`src/rtl/route_select_ctrl_if.sv`:
```
// Route-select bus: head/route handshake with the input buffers, the
// routing_odd_even unit and the downstream credit counters.
interface route_select_ctrl_if #(
  parameter int N_PORTS   = 5,
  parameter int M_ENTRIES = 4,
  parameter int CREDIT_W  = 3
);
  logic [N_PORTS-1:0]                      i_head_valid;
  logic [N_PORTS-1:0]                      i_dest_local;
  logic [N_PORTS-1:0]                      i_tail_sent;
  logic [N_PORTS-1:0]                      o_routing_calculate;
  logic [N_PORTS-1:0]                      i_select_neighbor;
  logic [N_PORTS-1:0][M_ENTRIES-1:0][1:0]  i_avail_directions;
  logic [N_PORTS-1:0][CREDIT_W-1:0]        i_credit;
  logic [N_PORTS-1:0]                      o_route_valid;
  logic [N_PORTS-1:0][2:0]                 o_out_port;
  logic [N_PORTS-1:0]                      o_out_busy;
  logic                                    o_route_err;

  // Drives the router-side inputs (buffers, routing unit, credits).
  modport master (
    output i_head_valid, i_dest_local, i_tail_sent, i_select_neighbor,
           i_avail_directions, i_credit,
    input  o_routing_calculate, o_route_valid, o_out_port, o_out_busy, o_route_err
  );

  // The sequencer/allocator itself.
  modport slave (
    input  i_head_valid, i_dest_local, i_tail_sent, i_select_neighbor,
           i_avail_directions, i_credit,
    output o_routing_calculate, o_route_valid, o_out_port, o_out_busy, o_route_err
  );
endinterface

```
`src/rtl/route_select_ctrl.sv`:
```
// Per-input route sequencer and output-port allocator for one mesh router.
// Each input walks IDLE->CALC->SELECT->ACTIVE; outputs are shared through a
// per-output round-robin arbiter and held until the packet tail leaves.

// One lane: pick the eligible latched candidate with the most credit.
module route_pick #(
  parameter int N_PORTS   = 5,
  parameter int M_ENTRIES = 4,
  parameter int CREDIT_W  = 3
) (
  input  logic                             en,
  input  logic [M_ENTRIES-2:0][2:0]        cand,
  input  logic [1:0]                       cnt,
  input  logic [N_PORTS-1:0]               busy,
  input  logic [N_PORTS-1:0][CREDIT_W-1:0] credit,
  output logic                             req,
  output logic [2:0]                       port
);
  logic [CREDIT_W-1:0] best;

  // Strict '>' keeps credit ties on the lowest list index.
  always_comb begin
    req  = 1'b0;
    port = '0;
    best = '0;
    for (int k = 0; k < M_ENTRIES-1; k++) begin
      if (en && (2'(k) < cnt) && !busy[cand[k]] && (credit[cand[k]] != '0) &&
          (!req || (credit[cand[k]] > best))) begin
        req  = 1'b1;
        port = cand[k];
        best = credit[cand[k]];
      end
    end
  end
endmodule

module route_select_ctrl #(
  parameter int N_PORTS   = 5,
  parameter int M_ENTRIES = 4,
  parameter int CREDIT_W  = 3
) (
  input  logic                clk,
  input  logic                reset_n,
  route_select_ctrl_if.slave  bus
);
  localparam int NC = M_ENTRIES - 1;  // candidate slots; last entry is the count

  typedef enum logic [1:0] {IDLE, CALC, SELECT, ACTIVE} st_e;

  st_e                               st_q [N_PORTS];
  st_e                               st_d [N_PORTS];
  logic [N_PORTS-1:0][NC-1:0][2:0]   cand_q, cand_d;
  logic [N_PORTS-1:0][1:0]           cnt_q, cnt_d;
  logic [N_PORTS-1:0][2:0]           rr_q, rr_d;
  logic [N_PORTS-1:0][2:0]           port_q, port_d;
  logic [N_PORTS-1:0]                vld_q, vld_d, busy_q, busy_d;
  logic                              err_q, err_d;
  logic [N_PORTS-1:0]                calc, req, gnt;
  logic [N_PORTS-1:0][2:0]           req_port;
  logic [N_PORTS-1:0][N_PORTS-1:0]   reqm;
  logic [N_PORTS-1:0][3:0]           pick;

  // First requester at or after ptr, wrapping N_PORTS-1 -> 0; {hit, index}.
  function automatic logic [3:0] rr_pick(input logic [2:0] ptr,
                                         input logic [N_PORTS-1:0] reqs);
    logic [3:0] r;
    logic [2:0] idx;
    r   = '0;
    idx = ptr;
    for (int off = 0; off < N_PORTS; off++) begin
      if (!r[3] && reqs[idx]) r = {1'b1, idx};
      idx = (idx == 3'(N_PORTS-1)) ? 3'd0 : idx + 3'd1;
    end
    return r;
  endfunction

  for (genvar g = 0; g < N_PORTS; g++) begin : g_pick
    route_pick #(.N_PORTS(N_PORTS), .M_ENTRIES(M_ENTRIES), .CREDIT_W(CREDIT_W)) u_pick (
      .en     (st_q[g] == SELECT),
      .cand   (cand_q[g]),
      .cnt    (cnt_q[g]),
      .busy   (busy_q),
      .credit (bus.i_credit),
      .req    (req[g]),
      .port   (req_port[g])
    );
  end

  // Per-output round-robin among inputs requesting that output.
  always_comb begin
    reqm = '0;
    pick = '0;
    gnt  = '0;
    rr_d = rr_q;
    for (int p = 0; p < N_PORTS; p++) begin
      for (int i = 0; i < N_PORTS; i++)
        reqm[p][i] = req[i] && (req_port[i] == 3'(p));
      pick[p] = rr_pick(rr_q[p], reqm[p]);
      if (pick[p][3]) begin
        gnt[pick[p][2:0]] = 1'b1;
        rr_d[p] = (pick[p][2:0] == 3'(N_PORTS-1)) ? 3'd0 : pick[p][2:0] + 3'd1;
      end
    end
  end

  // Per-input sequencing, candidate latch and binding bookkeeping.
  always_comb begin
    st_d   = st_q;
    cand_d = cand_q;
    cnt_d  = cnt_q;
    vld_d  = vld_q;
    port_d = port_q;
    busy_d = busy_q;
    err_d  = err_q;
    calc   = '0;
    for (int i = 0; i < N_PORTS; i++) begin
      case (st_q[i])
        IDLE: if (bus.i_head_valid[i]) begin
          if (bus.i_dest_local[i]) begin
            cand_d[i] = '0;        // slot 0 = local port
            cnt_d[i]  = 2'd1;
            st_d[i]   = SELECT;
          end else begin
            st_d[i] = CALC;
          end
        end
        CALC: begin
          calc[i] = 1'b1;
          if (bus.i_select_neighbor[i]) begin
            cnt_d[i] = bus.i_avail_directions[i][NC];
            for (int k = 0; k < NC; k++)
              cand_d[i][k] = {1'b0, bus.i_avail_directions[i][k]} + 3'd1;
            if (bus.i_avail_directions[i][NC] == 2'd0) begin
              err_d   = 1'b1;
              st_d[i] = IDLE;
            end else begin
              st_d[i] = SELECT;
            end
          end
        end
        SELECT: if (gnt[i]) begin
          st_d[i]              = ACTIVE;
          vld_d[i]             = 1'b1;
          port_d[i]            = req_port[i];
          busy_d[req_port[i]]  = 1'b1;
        end
        ACTIVE: if (bus.i_tail_sent[i]) begin
          st_d[i]            = IDLE;
          vld_d[i]           = 1'b0;
          port_d[i]          = '0;
          busy_d[port_q[i]]  = 1'b0;
        end
        default: st_d[i] = IDLE;
      endcase
    end
  end

  // State registers; reset drops every binding in flight.
  always_ff @(posedge clk or negedge reset_n) begin
    if (!reset_n) begin
      for (int i = 0; i < N_PORTS; i++) st_q[i] <= IDLE;
      cand_q <= '0;
      cnt_q  <= '0;
      rr_q   <= '0;
      port_q <= '0;
      vld_q  <= '0;
      busy_q <= '0;
      err_q  <= 1'b0;
    end else begin
      for (int i = 0; i < N_PORTS; i++) st_q[i] <= st_d[i];
      cand_q <= cand_d;
      cnt_q  <= cnt_d;
      rr_q   <= rr_d;
      port_q <= port_d;
      vld_q  <= vld_d;
      busy_q <= busy_d;
      err_q  <= err_d;
    end
  end

  assign bus.o_routing_calculate = calc;
  assign bus.o_route_valid       = vld_q;
  assign bus.o_out_port          = port_q;
  assign bus.o_out_busy          = busy_q;
  assign bus.o_route_err         = err_q;
endmodule
```
`src/flat_wrapper.sv`:
```
// flat-port wrapper written by rule: the top's interface ports become plain ports
module route_select_ctrl_flat 
#(
  parameter int N_PORTS   = 5,
  parameter int M_ENTRIES = 4,
  parameter int CREDIT_W  = 3
)
  (clk, reset_n, bus_i_head_valid, bus_i_dest_local, bus_i_tail_sent, bus_i_select_neighbor, bus_i_avail_directions, bus_i_credit, bus_o_routing_calculate, bus_o_route_valid, bus_o_out_port, bus_o_out_busy, bus_o_route_err);
  route_select_ctrl_if #(.N_PORTS(N_PORTS), .M_ENTRIES(M_ENTRIES), .CREDIT_W(CREDIT_W)) bus_i ();
  input  logic clk;
  input  logic reset_n;
  input wire logic [$bits(bus_i.i_head_valid)-1:0] bus_i_head_valid;
  input wire logic [$bits(bus_i.i_dest_local)-1:0] bus_i_dest_local;
  input wire logic [$bits(bus_i.i_tail_sent)-1:0] bus_i_tail_sent;
  input wire logic [$bits(bus_i.i_select_neighbor)-1:0] bus_i_select_neighbor;
  input wire logic [$bits(bus_i.i_avail_directions)-1:0] bus_i_avail_directions;
  input wire logic [$bits(bus_i.i_credit)-1:0] bus_i_credit;
  output wire logic [$bits(bus_i.o_routing_calculate)-1:0] bus_o_routing_calculate;
  output wire logic [$bits(bus_i.o_route_valid)-1:0] bus_o_route_valid;
  output wire logic [$bits(bus_i.o_out_port)-1:0] bus_o_out_port;
  output wire logic [$bits(bus_i.o_out_busy)-1:0] bus_o_out_busy;
  output wire logic [$bits(bus_i.o_route_err)-1:0] bus_o_route_err;
  assign bus_i.i_head_valid = bus_i_head_valid;
  assign bus_i.i_dest_local = bus_i_dest_local;
  assign bus_i.i_tail_sent = bus_i_tail_sent;
  assign bus_i.i_select_neighbor = bus_i_select_neighbor;
  assign bus_i.i_avail_directions = bus_i_avail_directions;
  assign bus_i.i_credit = bus_i_credit;
  assign bus_o_routing_calculate = bus_i.o_routing_calculate;
  assign bus_o_route_valid = bus_i.o_route_valid;
  assign bus_o_out_port = bus_i.o_out_port;
  assign bus_o_out_busy = bus_i.o_out_busy;
  assign bus_o_route_err = bus_i.o_route_err;
  route_select_ctrl #(.N_PORTS(N_PORTS), .M_ENTRIES(M_ENTRIES), .CREDIT_W(CREDIT_W)) u_core (.clk(clk), .reset_n(reset_n), .bus(bus_i));
endmodule
```
`config.mk`:
```
export PLATFORM = sky130hd
export DESIGN_NAME = route_select_ctrl_flat
export DESIGN_NICKNAME = d
export VERILOG_FILES = /design/src/rtl/route_select_ctrl_if.sv /design/src/rtl/route_select_ctrl.sv /design/src/flat_wrapper.sv
export SDC_FILE = /design/constraint.sdc
export NUM_CORES = 1
export LEC_CHECK = 0
export CORE_ASPECT_RATIO = 2
export CORE_MARGIN = 4
export CORE_UTILIZATION = 65
export CTS_BUF_LIST = sky130_fd_sc_hd__clkbuf_16
export DETAILED_ROUTE_END_ITERATION = 8
export PLACE_DENSITY = 0.87
export SLEW_MARGIN = 20
export SYNTH_ARGS = -nofsm -noshare
export SYNTH_HDL_FRONTEND = slang
export SYNTH_SLANG_ARGS = --single-unit
```
`constraint.sdc`:
```
create_clock -name clk -period 11.5 [get_ports clk]
set_input_delay 1.15 -clock clk [delete_from_list [all_inputs] [get_ports clk]]
set_output_delay 1.15 -clock clk [all_outputs]
set_load 0.05 [all_outputs]
```
# ---- Yosys cells after proc, flatten, opt, wreduce, memory -nomap -nowiden
# Index checks and enable logic that the tools add are counted.
dict set report totals {
  register_bits 106
  latch_bits 0
  ramBits 0
  romBits 0
  in_bits 77
  word_cells 881
  mem_count 0
}
dict set report op_classes {
  addsub 40
  n_mul 0
  n_div 0
  magnitude_cmp 95
  eq_ne 85
  n_shift 0
  muxes 375
  bitwise_logic 19
  reduce_logical 225
}
# operator n
set op_table {}
lappend op_table {{3-bit two-way mux} 75}
lappend op_table {{3-bit by 4-bit < comparator with 1-bit output (second input constant)} 55}
lappend op_table {{3-bit binary-select mux with 3-bit select} 15}
lappend op_table {{9-bit two-way mux} 15}
lappend op_table {{1-bit binary-select mux with 3-bit select} 40}
lappend op_table {{1-bit logical AND} 115}
lappend op_table {{1-bit two-way mux} 100}
lappend op_table {{4-bit two-way mux} 25}
lappend op_table {{3-bit == test (second input constant)} 30}
lappend op_table {{2-bit two-way mux} 45}
lappend op_table {{9-bit one-hot mux with 2 select lines} 5}
lappend op_table {{3-bit by 1-bit adder with 3-bit output (second input constant)} 25}
lappend op_table {{5-bit two-way mux} 15}
lappend op_table {{5-bit one-hot mux with 2 select lines} 5}
lappend op_table {{2-bit by 1-bit adder with 3-bit output (second input constant)} 15}
lappend op_table {{1-bit demux with 3-bit select} 15}
lappend op_table {{3-bit by 1-bit greater-or-equal comparator with 1-bit output (second input constant)} 15}
lappend op_table {{1-bit zero test} 45}
lappend op_table {{5-bit bitwise OR} 9}
lappend op_table {{3-bit nonzero test} 15}
lappend op_table {{2-bit inequality test (second input constant)} 20}
lappend op_table {{2-bit one-hot mux with 4 select lines} 5}
lappend op_table {{4-bit AND reduction} 10}
lappend op_table {{3-bit by 2-bit == test with 1-bit output (second input constant)} 10}
lappend op_table {{17 further kinds} 115}

# ---- Logic depth before layout (Yosys ltp)
dict set report depth {
  depth_word 58
  depth_mapped 35
  mapped_depth_nobuf 31
}

# ---- By module
# A second synthesis with hierarchy kept.
dict set report unflattened {
  cells_unflattened 1823
  hier_area_um2 14610.3
}
# mod instances cells_each area_per_inst_um2 seq_area_each_um2
set modules_own_cells {}
lappend modules_own_cells {route_select_ctrl 1 1233 9993.3 2652.5}
lappend modules_own_cells {route_pick 5 118 923.4 0.0}

# ---- Least setup slack after synthesis
# OpenSTA, ideal clock, no wires.
dict set report synth_timing {
  path_kind {input to register}
  startpoint {input bus_i_credit[4]}
  endpoint {register u_core.port_q, in the netlist u_core.bus.o_out_port[2]}
  setup_ns 0.126
  t_arrival_ns 7.443
  required_time_ns 11.374
  slack_ns 3.931
  cell_stages 29
  path_cell_list {clkbuf_1 -> clkbuf_1 -> mux2i_1 -> o221a_2 -> inv_1 -> ha_1 -> nor2b_1 -> o21ai_0 -> a21o_1 -> o311ai_2 -> nand2_1 -> mux2_2 -> ha_1 -> nor2b_1 -> o21a_1 -> o21ai_0 -> nand3_1 -> o211ai_1 -> a32oi_1 -> nor3b_2 -> o221ai_1 -> o21ai_1 -> or3_1 -> nor3_1 -> a221oi_4 -> inv_4 -> or3b_4 -> and3_4 -> a311o_1}
}
dict set report synth_via {
  elab_chain_cells 45
  elab_cells_between_ends 343
}
# element line
set synth_rtl {}
lappend synth_rtl {{start, declared} flat_wrapper.sv:17} ;# input wire logic [$bits(bus_i.i_credit)-1:0] bus_i_credit;
lappend synth_rtl {{3-bit binary-select mux with 3-bit select} {route_select_ctrl.sv:27, route_select_ctrl.sv:31}}
lappend synth_rtl {{3-bit two-way mux (not written as such)} {route_select_ctrl.sv:27, route_select_ctrl.sv:31}}
lappend synth_rtl {{3-bit nonzero test} route_select_ctrl.sv:27} ;# if (en && (2'(k) < cnt) && !busy[cand[k]] && (credit[cand[k]] != '0) &&
lappend synth_rtl {{1-bit logical AND} route_select_ctrl.sv:27}
lappend synth_rtl {{3-bit two-way mux / 1-bit two-way mux (equally long branches)} route_select_ctrl.sv:27}
lappend synth_rtl {{3-bit > comparator / 1-bit zero test (equally long branches)} route_select_ctrl.sv:28} ;# (!req || (credit[cand[k]] > best))) begin
lappend synth_rtl {{1-bit logical OR} route_select_ctrl.sv:28}
lappend synth_rtl {{1-bit logical AND} route_select_ctrl.sv:27}
lappend synth_rtl {{[... 29 more ...]} n/a}
lappend synth_rtl {{5-bit bitwise OR (no line)} n/a}
lappend synth_rtl {{5-bit two-way mux} route_select_ctrl.sv:99} ;# if (pick[p][3]) begin
lappend synth_rtl {{5-bit bitwise OR (no line)} n/a}
lappend synth_rtl {{5-bit two-way mux} route_select_ctrl.sv:99}
lappend synth_rtl {{5-bit bitwise OR (no line)} n/a}
lappend synth_rtl {{5-bit two-way mux} route_select_ctrl.sv:99}
lappend synth_rtl {{2-bit by 1-bit inequality test with 1-bit output (no line)} n/a}
lappend synth_rtl {{3-bit AND reduction (no line)} n/a}
lappend synth_rtl {{end signal, assigned} route_select_ctrl.sv:174} ;# port_q <= port_d;
lappend synth_rtl {{end, declared} route_select_ctrl.sv:55} ;# logic [N_PORTS-1:0][2:0] port_q, port_d;
# Several ways; a longest one is shown, not always the timed one. The select of a mux whose other input is x is not followed.
# A chain may end at the register's enable or synchronous reset.

# ---- Worst setup path in the final report
dict set report layout_timing {
  startpoint {input bus_i_credit[13]}
  endpoint {register u_core.port_q, in the netlist u_core.bus.o_out_port[2]}
}
# The elaborated chain is that of the path after synthesis.

==> impl_metrics.ini <==
[floorplanning]
num_rows = 77
die_w_um = 114
fp.dieArea_um2 = 25200
die_h_um = 221
pin_count = 108
start_util = 0.663
core_area_um2 = 22200

[synthesis]
yosys.area.top_type_share = 0.181
synthArstFlopShare = 1.00
syn_inst = 1941
syn_area_um2 = 14700
synth_area_leaders = dfrtp_1 (18%), ha_1 (7.6%), mux2i_1 (7.0%)
synth_fp_nets = 2107
syn_avg_cell_area_um2 = 7.56
ys_seq_area_frac = 0.181
ys_types = 109
ys_ff_latch = 106
synth_area_leader_cell = dfrtp_1
synth-edff-count = 0
yosysWarnings = 0
synth_ff_type = dfrtp_1

[setup_path]
path_class = input port to register
cp_data_arrival_time_ns = 10.09
rrSetupSlack_ns = 2.28
end_kind = register
start_kind = input port
ff2ff_path_depth = 28
required_ns = 11.77
worst-path-max-fanout = 15

[sta]
fin_crit_ns = 9.82
slew_headroom = 0.150
fin_tns_setup_ns = 0
finalSetupViolations = 0
hold_viol = 0
fin_skew_ns = 0.0117
finalCritPeriodShare = 0.854
timing.fmax_ghz = 0.102
worst_slew_pin_slew_ns = 1.27
drv_slew = 0
rsz0062_at_grt = no

[global_routing]
gr-usage-met2 = 0.757
grt.overflow.total = 0
met1_usage = 0.463
grt_pass1_vias = 16861
grt_max_degree = 69
busiest_layer = met2
gr-usage-all-layers = 0.458
grtUsageMet3 = 0.117
grt_pass1_wl_um = 89900
antenna_found_initial = 0

[cts]
cts_buffers = 9
h-tree-depth = 3
cts_tree = built
cts_resized = 0
post_cts_buffers = 0
cts.sinks = 106
root_buffer = clkbuf_16
cts.clk_slew.worst_paths_ns = 0.07
ctsHoldBuffers = 0
insertion_delay_ns = 0.39
ctsLongestPathBuffers = 2

[outcome]
status = complete, but fails checks
violations = DRC

[routing]
first_pass_iters = 9
drt_iter0_markers = 1902
routed_wl_um = 57900
drc_errors = 13
wl_per_cell_um = 25.7
vias_per_cell = 7.54
ant_nets = 0
vias = 16967

[min_path]
holdPathStages = 2
hp-class = register to register

[cells_and_area]
drive_gt1_frac = 0.0684
final_nets = 2136
syn_to_final_growth_pct = 9.39
diodes = 0

[place]
dp.final_hpwl_um = 44300
io_buffers = 107
place.gp.congestion = 1.09

[job]
max-cap-violations = 0
-- worst max-delay path, stage by stage --
cell and delay (ns):
clkdlybuf4s50_1 1.01, mux2i_1 0.16, o32ai_1 0.40, o21ai_0 0.22, ha_1 0.32, nor2b_1 0.13
o21ai_0 0.21, a21o_1 0.17, o211ai_1 0.16, and2_1 0.32, nor2_1 0.14, a21oi_1 0.06
ha_1 0.30, nor2b_1 0.14, o21a_1 0.17, o21ai_0 0.28, nor2b_1 0.15, a221oi_1 0.92
o22ai_1 0.46, a221oi_1 0.63, nor2b_1 0.19, a31oi_1 0.35, o32ai_1 0.23, a2111oi_0 0.97
a21oi_1 0.21, and3_4 0.27, a311o_1 0.34
-- worst paths after layout --
path / start / endpoint
max: bus_i_credit[13] / u_core.bus.o_out_port[2]
min: u_core.bus.o_route_valid[2] / u_core.bus.o_route_valid[2]
max reg2reg: u_core.cand_q[18] / u_core.bus.o_out_port[13]
min reg2reg: u_core.bus.o_route_valid[2] / u_core.bus.o_route_valid[2]
max in group asynchronous: reset_n / u_core.rr_q[4]
min in group asynchronous: reset_n / u_core.cand_q[12]
-- routing by layer --
metal	routed length, um	vias up	part of all wire
met5	0	-	0
met4	6500	0	0.11
met3	5540	462	0.096
met2	27500	1208	0.48
met1	18300	7881	0.32
li1	-	7416	-
-- placed cells by master, fill, tap and decap left out, types with 13 or more instances in the layout --
master           synthesis  layout
nand2_1                227     227
o21ai_0                150     149
nor2_1                 144     144
inv_1                  112     114
clkdlybuf4s50_1          0     106
dfrtp_1                106     106
mux2i_1                102     102
ha_1                    89      89
a21oi_1                 76      76
nand3_1                 76      76
nor3_1                  54      54
a211oi_1                33      33
nand2b_1                32      32
a21o_1                  31      31
a31oi_1                 31      30
mux2_2                  28      28
nor2b_1                 28      28
o31ai_1                 28      28
and3_1                  27      27
nand3b_1                24      24
and2_1                  21      21
nand4_1                 20      20
o22ai_1                 19      19
o211ai_1                18      18
o21a_1                  17      17
or3_1                   15      15
a31o_2                  14      14
buf_4                    1      14
mux4_2                  13      13
a221oi_1                13      13
-- synth_stat cells (all sizes together) (14+ instances only) --
library cell and instances:
mux4 14, inv 113, and3 28, nor2b 28, nand2 228, a21oi 80, nand4 20, a211oi 36
a221oi 16, or3 15, o21ai 152, nand2b 32, a21o 31, o21a 17, nor3 54, mux2 30
ha 89, o22ai 19, a31o 14, nor2 144, a31oi 32, buf 27, clkbuf 75, dfrtp 106
nand3 76, o211ai 18, nand3b 25, o31ai 29, mux2i 103, and2 23
-- layout make-up --
cell class | count | area, um2
flip-flops and latches | 106 | 2650
clock inverters | 7 | 62.6
multi-input cells | 1613 | 11200
well taps | 276 | 345
clock buffers | 9 | 225
fillers | 1865 | 6100
repair buffers | 120 | 1170
inverters | 120 | 453
-- sequential cells by signal, summed over array words and instances (netlist names) --
| register | flops |
|---|---|
| u_core.st_q | 10 |
| u_core.cand_q | 45 |
| u_core.bus.o_route_err | 1 |
| u_core.cnt_q | 10 |
| u_core.bus.o_route_valid | 5 |
| u_core.bus.o_out_busy | 5 |
| u_core.rr_q | 15 |
| u_core.bus.o_out_port | 15 |
-- cells by family after synthesis --
group | after synthesis | synth area share
xor+xnor | 3 | 0.00179
fa+ha+maj | 89 | 0.0758
buf+inv | 222 | 0.0602
mux | 147 | 0.115
flops | 106 | 0.181
simple gates | 741 | 0.254
compound gates | 633 | 0.312
-- stage by stage --
stage / area [um2] / instances / utilization / worst slack (ns) / hold WS (ns)
floorplan: 14700 / 1941 / - / 3.93 / 0.472
global placement: 15800 / 2235 / 0.711 / 1.68 / 0.460
detailed placement: 15800 / 2235 / 0.711 / 1.66 / 0.474
CTS: 16100 / 2251 / 0.724 / 2.03 / 0.490
global route: 16100 / 2251 / 0.725 / 1.27 / 0.538
finish: 16100 / 2251 / 0.725 / 1.68 / 0.486
Power is left out: the tool's default activity adds up to more than one toggle a clock period on the data nets, which glitch-free logic cannot reach.
